[src/rtl/lsu_pkg.sv]
// Shared opcode constants, FSM encoding and small helpers for the load/store unit.
package lsu_pkg;

  localparam logic [31:0] OP_LB  = 32'd27;
  localparam logic [31:0] OP_LH  = 32'd28;
  localparam logic [31:0] OP_LW  = 32'd29;
  localparam logic [31:0] OP_LBU = 32'd30;
  localparam logic [31:0] OP_LHU = 32'd31;
  localparam logic [31:0] OP_SB  = 32'd32;
  localparam logic [31:0] OP_SH  = 32'd33;
  localparam logic [31:0] OP_SW  = 32'd34;

  typedef enum logic [1:0] {
    ST_IDLE = 2'd0,
    ST_REQ  = 2'd1,
    ST_RESP = 2'd2
  } lsu_state_e;

  // The wait counter only ever holds 0 .. timeout-1.
  function automatic int cnt_width(input int timeout);
    return (timeout < 2) ? 1 : $clog2(timeout);
  endfunction

  function automatic logic is_load(input logic [31:0] op);
    return (op >= OP_LB) && (op <= OP_LHU);
  endfunction

  function automatic logic is_store(input logic [31:0] op);
    return (op >= OP_SB) && (op <= OP_SW);
  endfunction

  function automatic logic is_mem(input logic [31:0] op);
    return (op >= OP_LB) && (op <= OP_SW);
  endfunction

endpackage

[src/rtl/lsu_align.sv]
// Combinational lane logic: store byte-lane replication / byte enables and
// load byte/halfword extraction with sign or zero extension.
module lsu_align
  import lsu_pkg::*;
(
  input  logic [31:0] st_op,
  input  logic [1:0]  st_ea,
  input  logic [31:0] st_data,
  output logic [31:0] st_wdata,
  output logic [3:0]  st_be,
  input  logic [31:0] ld_op,
  input  logic [1:0]  ld_ea,
  input  logic [31:0] ld_rdata,
  output logic [31:0] ld_data
);

  logic [7:0]  byte_sel;
  logic [15:0] half_sel;

  always_comb begin
    st_wdata = st_data;
    st_be    = 4'b1111;
    case (st_op)
      OP_SB: begin
        st_wdata = {4{st_data[7:0]}};
        st_be    = 4'b0001 << st_ea;
      end
      OP_SH: begin
        st_wdata = {2{st_data[15:0]}};
        st_be    = st_ea[1] ? 4'b1100 : 4'b0011;
      end
      default: ;
    endcase
  end

  always_comb begin
    byte_sel = ld_rdata[7:0];
    case (ld_ea)
      2'd1:    byte_sel = ld_rdata[15:8];
      2'd2:    byte_sel = ld_rdata[23:16];
      2'd3:    byte_sel = ld_rdata[31:24];
      default: byte_sel = ld_rdata[7:0];
    endcase
    // Halfword lane follows EA[1] only, so an odd halfword address reads its aligned half.
    half_sel = ld_ea[1] ? ld_rdata[31:16] : ld_rdata[15:0];
    ld_data  = ld_rdata;
    case (ld_op)
      OP_LB:   ld_data = {{24{byte_sel[7]}}, byte_sel};
      OP_LBU:  ld_data = {24'd0, byte_sel};
      OP_LH:   ld_data = {{16{half_sel[15]}}, half_sel};
      OP_LHU:  ld_data = {16'd0, half_sel};
      default: ld_data = ld_rdata;
    endcase
  end

endmodule

[src/rtl/lsu_unit.sv]
// Load/store unit: one request/acknowledge data-memory access per accepted command.
// Optional misaligned-access trap is enabled by defining LSU_MISALIGN_TRAP_EN.
module lsu_unit
  import lsu_pkg::*;
#(
  parameter int TIMEOUT = 16
) (
  input  logic        i_clk,
  input  logic        i_rst,
  input  logic        i_start,
  input  logic [31:0] i_instruction,
  input  logic [31:0] i_IR,
  input  logic [31:0] i_A,
  input  logic [31:0] i_B,
  output logic        o_busy,
  output logic        o_done,
  output logic        o_load_regfile,
  output logic [31:0] o_loadout,
  output logic        o_fault,
  output logic        o_misaligned,
  output logic        o_mem_req,
  output logic        o_mem_we,
  output logic [31:0] o_mem_addr,
  output logic [3:0]  o_mem_be,
  output logic [31:0] o_mem_wdata,
  input  logic        i_mem_ack,
  input  logic [31:0] i_mem_rdata
);

  localparam int CW = cnt_width(TIMEOUT);
  localparam logic [CW-1:0] CNT_LAST = CW'(TIMEOUT - 1);

  lsu_state_e state_q, state_d;

  logic [31:0] op_q, ea_q, wdata_q, loadout_q;
  logic [3:0]  be_q;
  logic        we_q, fault_q;
  logic [CW-1:0] cnt_q;

  logic [31:0] imm_load, imm_store, ea_now, st_wdata, ld_data;
  logic [3:0]  st_be;
  logic        accept, ack_req, timed_out, mis_now, mis_q;
  logic        unused_ir;

  assign unused_ir = ^{i_IR[19:12], i_IR[6:0]};

  assign imm_load  = {{20{i_IR[31]}}, i_IR[31:20]};
  assign imm_store = {{20{i_IR[31]}}, i_IR[31:25], i_IR[11:7]};
  assign ea_now    = i_A + (is_store(i_instruction) ? imm_store : imm_load);

  // Bus handshake: o_mem_req rises the cycle after acceptance and stays high with
  // addr/we/be/wdata frozen until the first cycle i_mem_ack is sampled high (which
  // also carries i_mem_rdata) or the wait budget runs out; acks outside REQ are ignored.
  assign accept    = i_start && (state_q != ST_REQ) && is_mem(i_instruction);
  assign ack_req   = (state_q == ST_REQ) && i_mem_ack;
  assign timed_out = (state_q == ST_REQ) && !i_mem_ack && (cnt_q == CNT_LAST);

`ifdef LSU_MISALIGN_TRAP_EN
  logic half_op, word_op;
  assign half_op = (i_instruction == OP_LH) || (i_instruction == OP_LHU) || (i_instruction == OP_SH);
  assign word_op = (i_instruction == OP_LW) || (i_instruction == OP_SW);
  assign mis_now = (half_op && ea_now[0]) || (word_op && (ea_now[1:0] != 2'b00));

  always_ff @(posedge i_clk) begin
    if (i_rst) begin
      mis_q <= 1'b0;
    end else if (accept) begin
      mis_q <= mis_now;
    end
  end

  assign o_misaligned = (state_q == ST_RESP) && mis_q;
`else
  assign mis_now      = 1'b0;
  assign mis_q        = 1'b0;
  assign o_misaligned = 1'b0;
`endif

  lsu_align u_align (
    .st_op    (i_instruction),
    .st_ea    (ea_now[1:0]),
    .st_data  (i_B),
    .st_wdata (st_wdata),
    .st_be    (st_be),
    .ld_op    (op_q),
    .ld_ea    (ea_q[1:0]),
    .ld_rdata (i_mem_rdata),
    .ld_data  (ld_data)
  );

  always_ff @(posedge i_clk) begin
    if (i_rst) begin
      state_q   <= ST_IDLE;
      op_q      <= '0;
      ea_q      <= '0;
      wdata_q   <= '0;
      be_q      <= '0;
      we_q      <= 1'b0;
      cnt_q     <= '0;
      fault_q   <= 1'b0;
      loadout_q <= '0;
    end else begin
      state_q <= state_d;
      fault_q <= timed_out;
      if (accept) begin
        op_q    <= i_instruction;
        ea_q    <= ea_now;
        wdata_q <= st_wdata;
        be_q    <= st_be;
        we_q    <= is_store(i_instruction);
        cnt_q   <= '0;
      end else if ((state_q == ST_REQ) && !i_mem_ack) begin
        cnt_q <= cnt_q + CW'(1);
      end
      if (ack_req && is_load(op_q)) begin
        loadout_q <= ld_data;
      end
    end
  end

  // RESP doubles as an idle cycle so a new command can be taken alongside o_done.
  always_comb begin
    state_d        = state_q;
    o_busy         = 1'b0;
    o_mem_req      = 1'b0;
    o_done         = 1'b0;
    o_load_regfile = 1'b0;
    o_mem_we       = 1'b0;
    o_mem_addr     = '0;
    o_mem_be       = '0;
    o_mem_wdata    = '0;
    case (state_q)
      ST_IDLE: begin
        if (accept) state_d = mis_now ? ST_RESP : ST_REQ;
      end
      ST_REQ: begin
        o_busy      = 1'b1;
        o_mem_req   = 1'b1;
        o_mem_we    = we_q;
        o_mem_addr  = {ea_q[31:2], 2'b00};
        o_mem_be    = be_q;
        o_mem_wdata = wdata_q;
        if (ack_req) state_d = ST_RESP;
        else if (timed_out) state_d = ST_IDLE;
      end
      ST_RESP: begin
        o_done         = 1'b1;
        o_load_regfile = is_load(op_q) && !mis_q;
        state_d        = accept ? (mis_now ? ST_RESP : ST_REQ) : ST_IDLE;
      end
      default: state_d = ST_IDLE;
    endcase
  end

  assign o_fault   = fault_q;
  assign o_loadout = loadout_q;

endmodule
[config.mk]
export PLATFORM = sky130hd
export DESIGN_NAME = lsu_unit
export DESIGN_NICKNAME = d
export VERILOG_FILES = /design/src/rtl/lsu_pkg.sv /design/src/rtl/lsu_align.sv /design/src/rtl/lsu_unit.sv
export SDC_FILE = /design/constraint.sdc
export NUM_CORES = 1
export LEC_CHECK = 0
export CAP_MARGIN = 20
export CORE_UTILIZATION = 48
export CTS_BUF_LIST = sky130_fd_sc_hd__clkbuf_8
export CTS_CLUSTER_SIZE = 20
export DETAILED_ROUTE_END_ITERATION = 8
export PLACE_DENSITY_LB_ADDON = 0.15
export SLEW_MARGIN = 15
export SYNTH_ARGS = -nofsm -noshare
export SYNTH_HDL_FRONTEND = slang
export SYNTH_SLANG_ARGS = --single-unit
[constraint.sdc]
create_clock -name i_clk -period 5.75 [get_ports i_clk]
set_input_delay 0.8625 -clock i_clk [delete_from_list [all_inputs] [get_ports i_clk]]
set_output_delay 0.8625 -clock i_clk [all_outputs]
set_load 0.02 [all_outputs]
After elaboration in Yosys (flattened, before gate mapping)
Cells that the tools add are included.

Add/subtract/negate cells: 2. Multiply operators: 0. Div/mod/pow operators: 0. $lt $le $gt $ge: 5. Equality and inequality tests: 15. Shift operators: 1. Muxes and demuxes: 19. Bitwise logic cells: 0. Reduce and logical (&&, ||, !) cells: 13.

Operators by type and width (number): $eq A32 B5 Y1 const B (4); $pmux W32 S4 (1); $eq A32 B6 Y1 const B (2); $ge A32 B5 Y1 const B (2); $mux W32 (2); $pmux W32 S2 (1); $add A32 B32 Y32 (1); $ge A32 B6 Y1 const B (1); $le A32 B5 Y1 const B (1); $le A32 B6 Y1 const B (1); $pmux W8 S3 (1); $mux W16 (1); $logic_and A1 B1 Y1 (9); $mux W4 (2); $pmux W4 S2 (1); $eq A2 B2 Y1 const B (3); $mux W2 (3); $pmux W2 S3 (1); $mux W1 (5); $mux W5 (1); $add A4 B1 Y4 const B (1); $eq A2 B1 Y1 const B (2); $eq A4 B4 Y1 const B (1); $shl A1 B2 Y4 const A (1); 7 further kinds (7).

Register bits: 140. Latch bits: 0. Memory bits (writable): 0. ROM bits: 0. Output and inout port bits: 107. Memories kept: 0.

Logic depth before layout (Yosys ltp)
Gate-level depths: netlist (run 1).

Depth after elaboration: 6. Gate-level depth with buffers: 16. Depth with buffers taken out: 16.

Cells and area by module
Synthesis (run 1) repeated with hierarchy kept, for this count alone.

Cell total of the unflattened synthesis: 1098. Area, all modules: 8557.0 sq um.

Modules (own cells, without submodules): lsu_unit (times used 1, cells each 920, area an instance 7185.6 sq um); lsu_align (times used 1, cells each 178, area an instance 1371.3 sq um).

Worst setup path after synthesis (run 1)
Ideal clock, no wire load.

Kind: in2reg. Start: input port i_instruction[30]. End: register ea_q[24]. Setup time: 0.122 ns. Data arrival time: 4.416 ns. Data required time: 5.628 ns. Setup slack: 1.212 ns. Cell stages on the path: 16. Path buffers: 0. Cell sequence: nor4_1 nand4_1 nor2_1 nand2_1 a21oi_1 mux2_2 ha_1 fa_1 a211o_1 a21o_1 o211ai_1 o211ai_1 a21o_1 a21oi_1 nor4_1 a311o_1.

Word-level cells in the longest chain between the ends: 4. Elaborated cells on any way between the ends: 8. Classes of those cells: add/sub (1); order compare (3); mux (1); reduce/logical (3).

RTL lines: from (decl) (RTL line lsu_unit.sv:11) `input logic [31:0] i_instruction,`; $ge A32 B6 Y1 or $le A32 B6 Y1 (tied branches) (RTL line lsu_pkg.sv:29, lsu_pkg.sv:33); $logic_and A1 B1 Y1 (RTL line lsu_pkg.sv:29) `return (op >= OP_SB) && (op <= OP_SW);`; $mux W5 (RTL line lsu_unit.sv:49) `assign ea_now = i_A + (is_store(i_instruction) ? imm_store : imm_load);`; $add A32 B32 Y32 (RTL line lsu_unit.sv:49); to (signal assigned) (RTL line lsu_unit.sv:107) `ea_q <= ea_now;`; to (decl) (RTL line lsu_unit.sv:35) `logic [31:0] op_q, ea_q, wdata_q, loadout_q;`.

Several ways; a longest one is shown, not always the timed one. A chain may end at the register's enable or synchronous reset.

Worst setup path in the final report (run 1)
Same ends and word-level chain as after synthesis.

==> summary by stage, run 1 <==
Outcome
The run finished with clean final reports.

Critical path
Traced cell by cell, the critical path runs through clkdlybuf4s50_1 > nor4_1 > nand4_1 > nor2_1 > nand2_1 > a21oi_1 > buf_4 > mux2_2 > fa_1 > a211o_1 > a21o_1 > o211ai_1 > o211ai_1 > a21o_1 > a21oi_1 > nor4_1 > a311o_1. The kind of start point of the critical path is an input pin. The maximum fanout encountered on the critical timing path is 4. The worst setup path is of the input pin to flop kind.

The largest stage delay on the critical path is 0.46 ns. The number of cell instances on the worst register-to-register path is 8. The total buffers and inverters traversed by the critical path is 2.

The critical path required time is 6.10 ns. Data arrives at the worst endpoint at 5.35 ns. Among cell families on the critical path, the largest total delay comes from compound AO/OA/AOI/OAI gates. The largest individual stage delay along the critical path comes from the cell sky130_fd_sc_hd__fa_1. In this run the number of cells on the critical path is 17. The endpoint class of the critical path is a flop.

Yosys
Counting flops and latches in the post-synthesis netlist gives 140. Sorting the synthesized cells by area gives the leading types as sky130_fd_sc_hd__dfxtp_1 (35%), sky130_fd_sc_hd__nand2_1 (7.5%), sky130_fd_sc_hd__a21oi_1 (6.0%). For this run, the number of Yosys warnings is 0. Of the post-synthesis cell area, the dominant cell type holds 35.2%.

In this run, synthesis inferred 0 flip-flops with an integrated enable. The cell area that synthesis handed to floorplanning was 0.00797 mm². After synthesis, the netlist uses 61 different library cells. The post-synthesis sequential area ratio is 35.2%. Synthesis produced a netlist whose cell count is 1025.

The post-synthesis area per instance is 7.77 µm². The largest area contributor in the synthesized netlist is sky130_fd_sc_hd__dfxtp_1. The async set or reset register ratio after synthesis is 0%.

By count the netlist is led by sky130_fd_sc_hd__nand2_1 (160), sky130_fd_sc_hd__dfxtp_1 (140), sky130_fd_sc_hd__a21oi_1 (96), sky130_fd_sc_hd__o21ai_0 (78), sky130_fd_sc_hd__and2_1 (68). The library cell with the highest instance count after synthesis is sky130_fd_sc_hd__nand2_1. For this run, the leading register cell type out of synthesis is sky130_fd_sc_hd__dfxtp_1.

STA
The transition time at the pin with the least slew margin is 1.05 ns. The shortest clock period the worst path allows after layout is 5.00 ns. The total negative slack is 0 ns. Measured against its own limit, the worst slew margin works out to 29.5%. Setup violations remaining at the end of the flow were counted as 0.

For the final database, setup skew stands at 0.0170 ns. The maximum frequency from static timing analysis is 200 MHz. On the final layout, the worst hold slack is 0.450 ns. The count of endpoints failing hold in the final timing report is 0.

Setup repair after global routing left no endpoint under its margin. The final critical path takes up 87.0% of the cycle. The final count of pins violating max slew is 0.

Cells and area
The fraction of final layout cells sized beyond drive strength 1 is 5.15%. Relative to the synthesized area, the layout overhead comes to 36.9%. The number of fill cells is 1335. At the end of the flow, the number of nets in the layout was 1428. Excluding fillers, the count of instances in the completed layout stands at 1460.

Placed design
The half-perimeter wire length after detailed placement is 16900 µm. At the end of routability-driven placement, the weighted congestion stood at 0.877. The post-placement cell count is 1427.

In this run the tool buffered the top-level ports with 252 buffer cells.

Floorplan
From bottom edge to top edge, the die measures 131 µm. Row generation in the floorplan step produced 46 rows. The top-level port count is 271. The horizontal extent of the die is 131 µm. The floorplan step defined a core boundary enclosing 0.0161 mm². The initial standard-cell utilization of the core is 49.6%. The total die area is 0.0171 mm².

GRT
The number of global-route vias before repair was 7434. Entering global routing, the biggest net connects 93 pins. After global routing the overflow that remains totals 0. The first global-routing pass estimated 37400 µm of wire.

Across every metal layer, demand over resource in global routing totals 28.1%. The number of antenna violations at the first check in global routing is 1.

Run
The count of max-cap constraint violations is 0.

Routing
For this block, wires on met1 add up to 10400 µm. The detailed-routed wire length on met2 is 11400 µm. The total iterations of the first detailed-routing run is 5. The first-iteration detailed-routing DRC count is 611. After detailed routing, the number of remaining DRC violations is 0. The remaining number of nets flagged by the antenna check after routing is 0. The routed design uses 1650 µm of met3 wire. In the routed layout, each cell is associated on average with a via count of 5.58. Summed over all layers, the routed wires come to 23900 µm. Signal routing reaches up to met4. The via count of the routed design is 8154. The average routed wire per standard cell is 16.4 µm.

Power and ir drop
The overall power is 2.06 mW. Power spread over the standard cell area amounts to 189 mW/mm². In this run the static leakage power is 4.08 nW. VDD sags by at most 0.000148 V.

Hold path
The tightest min-delay check is of the flop to flop type. The number of cells traversed by the worst hold path is 2.

Clocking
The tree built by TritonCTS fans out to 140 sinks. The clock latency on the worst-skew pair is 0.46 ns. In this run the number of H-tree levels came out at 4. The buffer levels on the longest clock path is 2.

The number of setup buffers added after CTS is 0. The count of hold-fix buffers inserted at cts is 0. The register clock-pin slew on the reported worst setup and hold paths is 0.08 ns. TritonCTS built the clock tree.

The quantity of gates resized following cts is 0. Counting the buffers created by CTS gives 17. The tree is rooted in a sky130_fd_sc_hd__clkbuf_8.
## cell usage in the layout, fill, tap and decap left out, types with 4 or more instances in the layout
| cell | count |
|---|---|
| sky130_fd_sc_hd__nor2b_1 | 5 |
| sky130_fd_sc_hd__a21o_1 | 11 |
| sky130_fd_sc_hd__a211oi_1 | 13 |
| sky130_fd_sc_hd__clkbuf_8 | 17 |
| sky130_fd_sc_hd__buf_4 | 9 |
| sky130_fd_sc_hd__o211ai_1 | 13 |
| sky130_fd_sc_hd__xor2_1 | 9 |
| sky130_fd_sc_hd__nand2b_1 | 5 |
| sky130_fd_sc_hd__nand2_1 | 160 |
| sky130_fd_sc_hd__a22oi_1 | 7 |
| sky130_fd_sc_hd__a31oi_1 | 8 |
| sky130_fd_sc_hd__nand4_1 | 9 |
| sky130_fd_sc_hd__nand3b_1 | 11 |
| sky130_fd_sc_hd__a311oi_1 | 18 |
| sky130_fd_sc_hd__and3_1 | 32 |
| sky130_fd_sc_hd__nor4_1 | 16 |
| sky130_fd_sc_hd__and2_1 | 68 |
| sky130_fd_sc_hd__nor2_1 | 58 |
| sky130_fd_sc_hd__o21ai_0 | 78 |
| sky130_fd_sc_hd__nor3_1 | 16 |
| sky130_fd_sc_hd__clkinvlp_4 | 5 |
| sky130_fd_sc_hd__clkinv_2 | 4 |
| sky130_fd_sc_hd__nand3_1 | 28 |
| sky130_fd_sc_hd__dfxtp_1 | 140 |
| sky130_fd_sc_hd__or3_1 | 6 |
| sky130_fd_sc_hd__a21oi_1 | 96 |
| sky130_fd_sc_hd__clkdlybuf4s50_1 | 251 |
| sky130_fd_sc_hd__mux2i_1 | 18 |
| sky130_fd_sc_hd__ha_1 | 32 |
| sky130_fd_sc_hd__xnor2_1 | 14 |
| sky130_fd_sc_hd__a211o_1 | 5 |
| sky130_fd_sc_hd__inv_1 | 13 |
| sky130_fd_sc_hd__mux2_2 | 12 |
## kinds of logic (layout without fill, tap and decap cells)
logic type / Yosys count / after routing / synth area share [%]
xor+xnor: 23 / 23 / 2.53
buf+inv: 91 / 307 / 4.66
other cells: 1 / 4 / 0.0471
flops: 140 / 140 / 35.2
mux: 30 / 30 / 3.96
simple gates: 428 / 428 / 26.8
compound gates: 279 / 279 / 21.6
fa+ha+maj: 33 / 33 / 5.28
## layer usage
layer | track usage, % | vias to the layer above
met5 | 0 | -
met2 | 47.8 | 303
met3 | 5.29 | 24
met4 | 8.99 | 0
met1 | 35.7 | 3760
li1 | - | 4067
## worst paths after layout
path	from	end	slack, ns
min	ea_q[4]	ea_q[4]	0.45
max	i_instruction[30]	ea_q[24]	0.75
min reg2reg	ea_q[4]	ea_q[4]	0.45
max reg2reg	state_q[1]	o_loadout[7]	2.67
## report_power, final
group	switching, mW	leakage, nW	internal, mW
Clock	0.404	0.170	0.338
Sequential	0.000000000545	1.13	0.969
Combinational	0.172	2.78	0.180
Total	0.577	4.08	1.49
## state kept, by name, summed over array words and instances (netlist names), 2 cells and up
name	count
ea_q	32
o_loadout	32
op_q	32
wdata_q	32
be_q	4
cnt_q	4
state_q	2
## tightest hold or removal path: stages, from the launching register on
cell and delay [ns]:
sky130_fd_sc_hd__dfxtp_1 0.31, sky130_fd_sc_hd__nand2_1 0.05, sky130_fd_sc_hd__a21oi_1 0.05
## final cells by class
cell class | instances | area (µm²) | share of cell area, %
Inverter | 14 | 52.6 | 0.482
Tap cell | 216 | 270 | 2.48
Antenna cell | 1 | 2.50 | 0.0229
Clock buffer | 17 | 234 | 2.14
Sequential cell | 140 | 2800 | 25.7
Multi-Input combinational cell | 796 | 4830 | 44.2
Clock inverter | 14 | 123 | 1.12
Timing Repair Buffer | 262 | 2600 | 23.8
## stage by stage
stage	instance area, µm²	setup slack, ns	util [%]
3_3_place_gp	10500	0.375	65.6
4_1_cts	10900	0.809	67.9
6_report	10900	0.746	68.0
5_1_grt	10900	0.421	68.0
2_1_floorplan	7980	1.21	-
3_5_place_dp	10500	0.341	65.6
(Power assumes the default switching activity.)
==> run 2, diff against run 1 <==
GPL_ROUTABILITY_DRIVEN = 1   (was default)
==> results of run 2 <==
No change in the layout: final DEF, timing and power equal those of run 1.
==> run 3, diff against run 2 <==
clock period = 5.1 ns   (was 5.75 ns; I/O delays follow)
==> summary by stage, run 3 (same netlist as run 1, synthesis figures left out) <==
Clocking
The clock tree from TritonCTS is built (unchanged). The total number of clock tree sinks is 140 (unchanged). The register clock-pin slew on the reported worst setup and hold paths came to 0.08 ns (about the same). The count of buffers added by post-CTS timing repair for setup is 0 (unchanged). The clock latency on the worst-skew pair was 0.47 ns (was 0.46 ns). The maximum level of the CTS H-tree is 4 (unchanged). The quantity of gates resized following cts came to 0 (unchanged). The number of buffers created by CTS is 17 (unchanged). The CTS root buffer is sky130_fd_sc_hd__clkbuf_8 (unchanged).

The buffer levels on the longest clock path is 2 (unchanged). The count of hold-fix buffers inserted at cts is 0 (unchanged).

Cells and area
The final non-filler cell total came to 1472 (was 1460). Leading cell types in the layout, fill and taps excluded: sky130_fd_sc_hd__clkdlybuf4s50_1 (251), sky130_fd_sc_hd__nand2_1 (160), sky130_fd_sc_hd__dfxtp_1 (140), sky130_fd_sc_hd__a21oi_1 (96), sky130_fd_sc_hd__o21ai_0 (78) (unchanged). The fraction of final layout cells sized beyond drive strength 1 is 6.06% (was 5.15%). The post-layout net count is 1439 (was 1428).

The final cell area excluding filler cells is 0.0110 mm² (was 0.0109 mm²). The most common library cell in the layout ignoring fill and taps was sky130_fd_sc_hd__clkdlybuf4s50_1 (unchanged). The area growth from synthesis to final layout is 38.5% (was 36.9%).

Placed design
The placed cell area is 0.0106 mm² (was 0.0105 mm²). The setup slack at placement is 0.00215 ns (was 0.341 ns). The post-placement cell count is 1439 (was 1427). The half-perimeter wire length after detailed placement is 17100 µm (was 16900 µm). The final weighted congestion of routability-driven global placement is 0.873 (was 0.877). The number of port buffers is 252 (unchanged).

STA
Unrepaired setup endpoints after global routing: false (unchanged). The worst-case hold slack was 0.451 ns (was 0.450 ns). The worst clock skew is 0.0191 ns (was 0.0170 ns). The shortest clock period the worst path allows after layout is 4.68 ns. The final count of negative-setup-slack endpoints was 0 (unchanged). The count of endpoints failing hold in the final timing report is 0 (unchanged). The transition time at the pin with the least slew margin is 1.06 ns (was 1.05 ns). Based on the critical path, the design can be clocked at up to 213 MHz.

The total negative slack is 0 ns (unchanged). The worst setup slack after layout is 0.415 ns (was 0.746 ns). The relative slew slack is 29.5% (about the same). The final count of pins violating max slew came to 0 (unchanged). The final worst-path cycle share is 91.9%.

Floorplan
The die height is 131 µm (unchanged). The area of the core came to 0.0161 mm² (unchanged). The initial standard-cell utilization of the core is 49.6% (unchanged). The total die area is 0.0171 mm² (unchanged). The number of core rows is 46 (unchanged). The top-level port count was 271 (unchanged). The horizontal extent of the die is 131 µm (unchanged).

GRT
The remaining global-route overflow came to 0 (unchanged). The number of antenna violations at the first check in global routing is 1 (unchanged). The first-pass GRT wire length is 37700 µm (was 37400 µm).

The global-route usage over all layers is 28.2% (was 28.1%). The number of global-route vias before repair was 7590 (was 7434). The maximum number of pins on one net before global-route repair came to 63 (was 93).

Routing
The via count of the routed design came to 8207 (was 8154). The remaining number of nets flagged by the antenna check after routing is 0 (unchanged). The vias per cell was 5.58 (about the same). The average routed wire per standard cell is 16.4 µm (about the same).

The total iterations of the first detailed-routing run is 5 (unchanged). The DRC violation count after routing came to 0 (unchanged). The final routed wirelength across all metal layers came to 24100 µm (was 23900 µm). The first-iteration detailed-routing DRC count was 567 (was 611).

Hold path
The path class of the lowest-slack min-delay path was flop to flop (unchanged).

Power and ir drop
The power per unit of standard cell area was 221 mW/mm² (was 189 mW/mm²). The combinational cell fraction of total power is 16.5% (was 17.1%). The total net switching power is 679 µW (was 577 µW). The share of power burned in registers came to 44.8% (was 46.9%). The static leakage is 4.16 nW (was 4.08 nW). The clock network fraction of design power is 38.6% (was 36.0%).

The maximum VDD drop came to 0.000184 V (was 0.000148 V). The fraction of power spent switching nets is 27.9% (about the same). The internal portion of total power is 1.76 mW (was 1.49 mW).

Outcome
Status: finished, final reports clean (unchanged).

Critical path
The kind of critical path is input pin to flop (unchanged). The critical path arrival is 5.04 ns (was 5.35 ns). The maximum fanout encountered on the critical timing path is 5 (was 4).

The kind of start point of the critical path is an input pin (unchanged). The endpoint class of the critical path is a flop (unchanged). The critical path required time was 5.45 ns (was 6.10 ns).

Run
The count of max-cap constraint violations was 0 (unchanged).
## run 3: changes by cell type in the layout (fill, tap and decap cells not counted), moves of 2 or more
cell                         change
sky130_fd_sc_hd__buf_4          +12
sky130_fd_sc_hd__clkinvlp_4      -2
sky130_fd_sc_hd__clkinv_4        +2
sky130_fd_sc_hd__clkinv_2        -3
## run 3: final cells by class
cell class	count	area [µm²]
diodes	1	2.50
clock inverters	14	160
multi-input cells	796	4830
inverters	14	52.6
fillers	1353	5020
well taps	216	270
repair buffers	273	2680
flip-flops and latches	140	2800
clock buffers	18	248
## run 3: metal layers
metal	vias up	GRT usage [%]	routed length [µm]
met5	-	0	0
met4	0	11.4	697
met3	42	5.94	1750
met2	329	47.1	11200
met1	3753	35.4	10400
li1	4083	-	-
## run 3: metrics by stage
stage | util, % | power [mW]
5_1_grt | 68.7 | 2.53
3_5_place_dp | 66.2 | 1.51
4_1_cts | 68.7 | 2.44
6_report | 68.7 | 2.44
3_3_place_gp | 66.2 | 1.51
2_1_floorplan | - | 1.33
## run 3: path summary, 6_finish.rpt
check	startpoint	end	slack (ns)	depth (start not counted)
max	i_instruction[2]	ea_q[24]	0.42	16
min	ea_q[14]	ea_q[14]	0.45	2
max reg2reg	op_q[10]	o_loadout[7]	2.23	8
min reg2reg	ea_q[14]	ea_q[14]	0.45	2
## run 3: power groups by stage
stage               registers [mW]  clock network (mW)  logic (mW)
finish                        1.09               0.942       0.403
global route                  1.09               0.998       0.442
CTS                           1.09               0.950       0.400
detailed placement            1.12                   0       0.396
global placement              1.12                   0       0.393
floorplan                     1.12                   0       0.215
## run 3: critical path: stages
cell	delay [ns]
sky130_fd_sc_hd__clkdlybuf4s50_1	0.46
sky130_fd_sc_hd__nor4b_1	0.55
sky130_fd_sc_hd__nand2_1	0.18
sky130_fd_sc_hd__a21oi_1	0.16
sky130_fd_sc_hd__buf_4	0.18
sky130_fd_sc_hd__mux2_2	0.34
sky130_fd_sc_hd__ha_1	0.21
sky130_fd_sc_hd__fa_1	0.40
sky130_fd_sc_hd__a211o_1	0.29
sky130_fd_sc_hd__a21o_1	0.19
sky130_fd_sc_hd__o211ai_1	0.28
sky130_fd_sc_hd__o211ai_1	0.24
sky130_fd_sc_hd__a21o_1	0.22
sky130_fd_sc_hd__a21oi_1	0.17
sky130_fd_sc_hd__nor4_1	0.07
sky130_fd_sc_hd__a311o_1	0.33
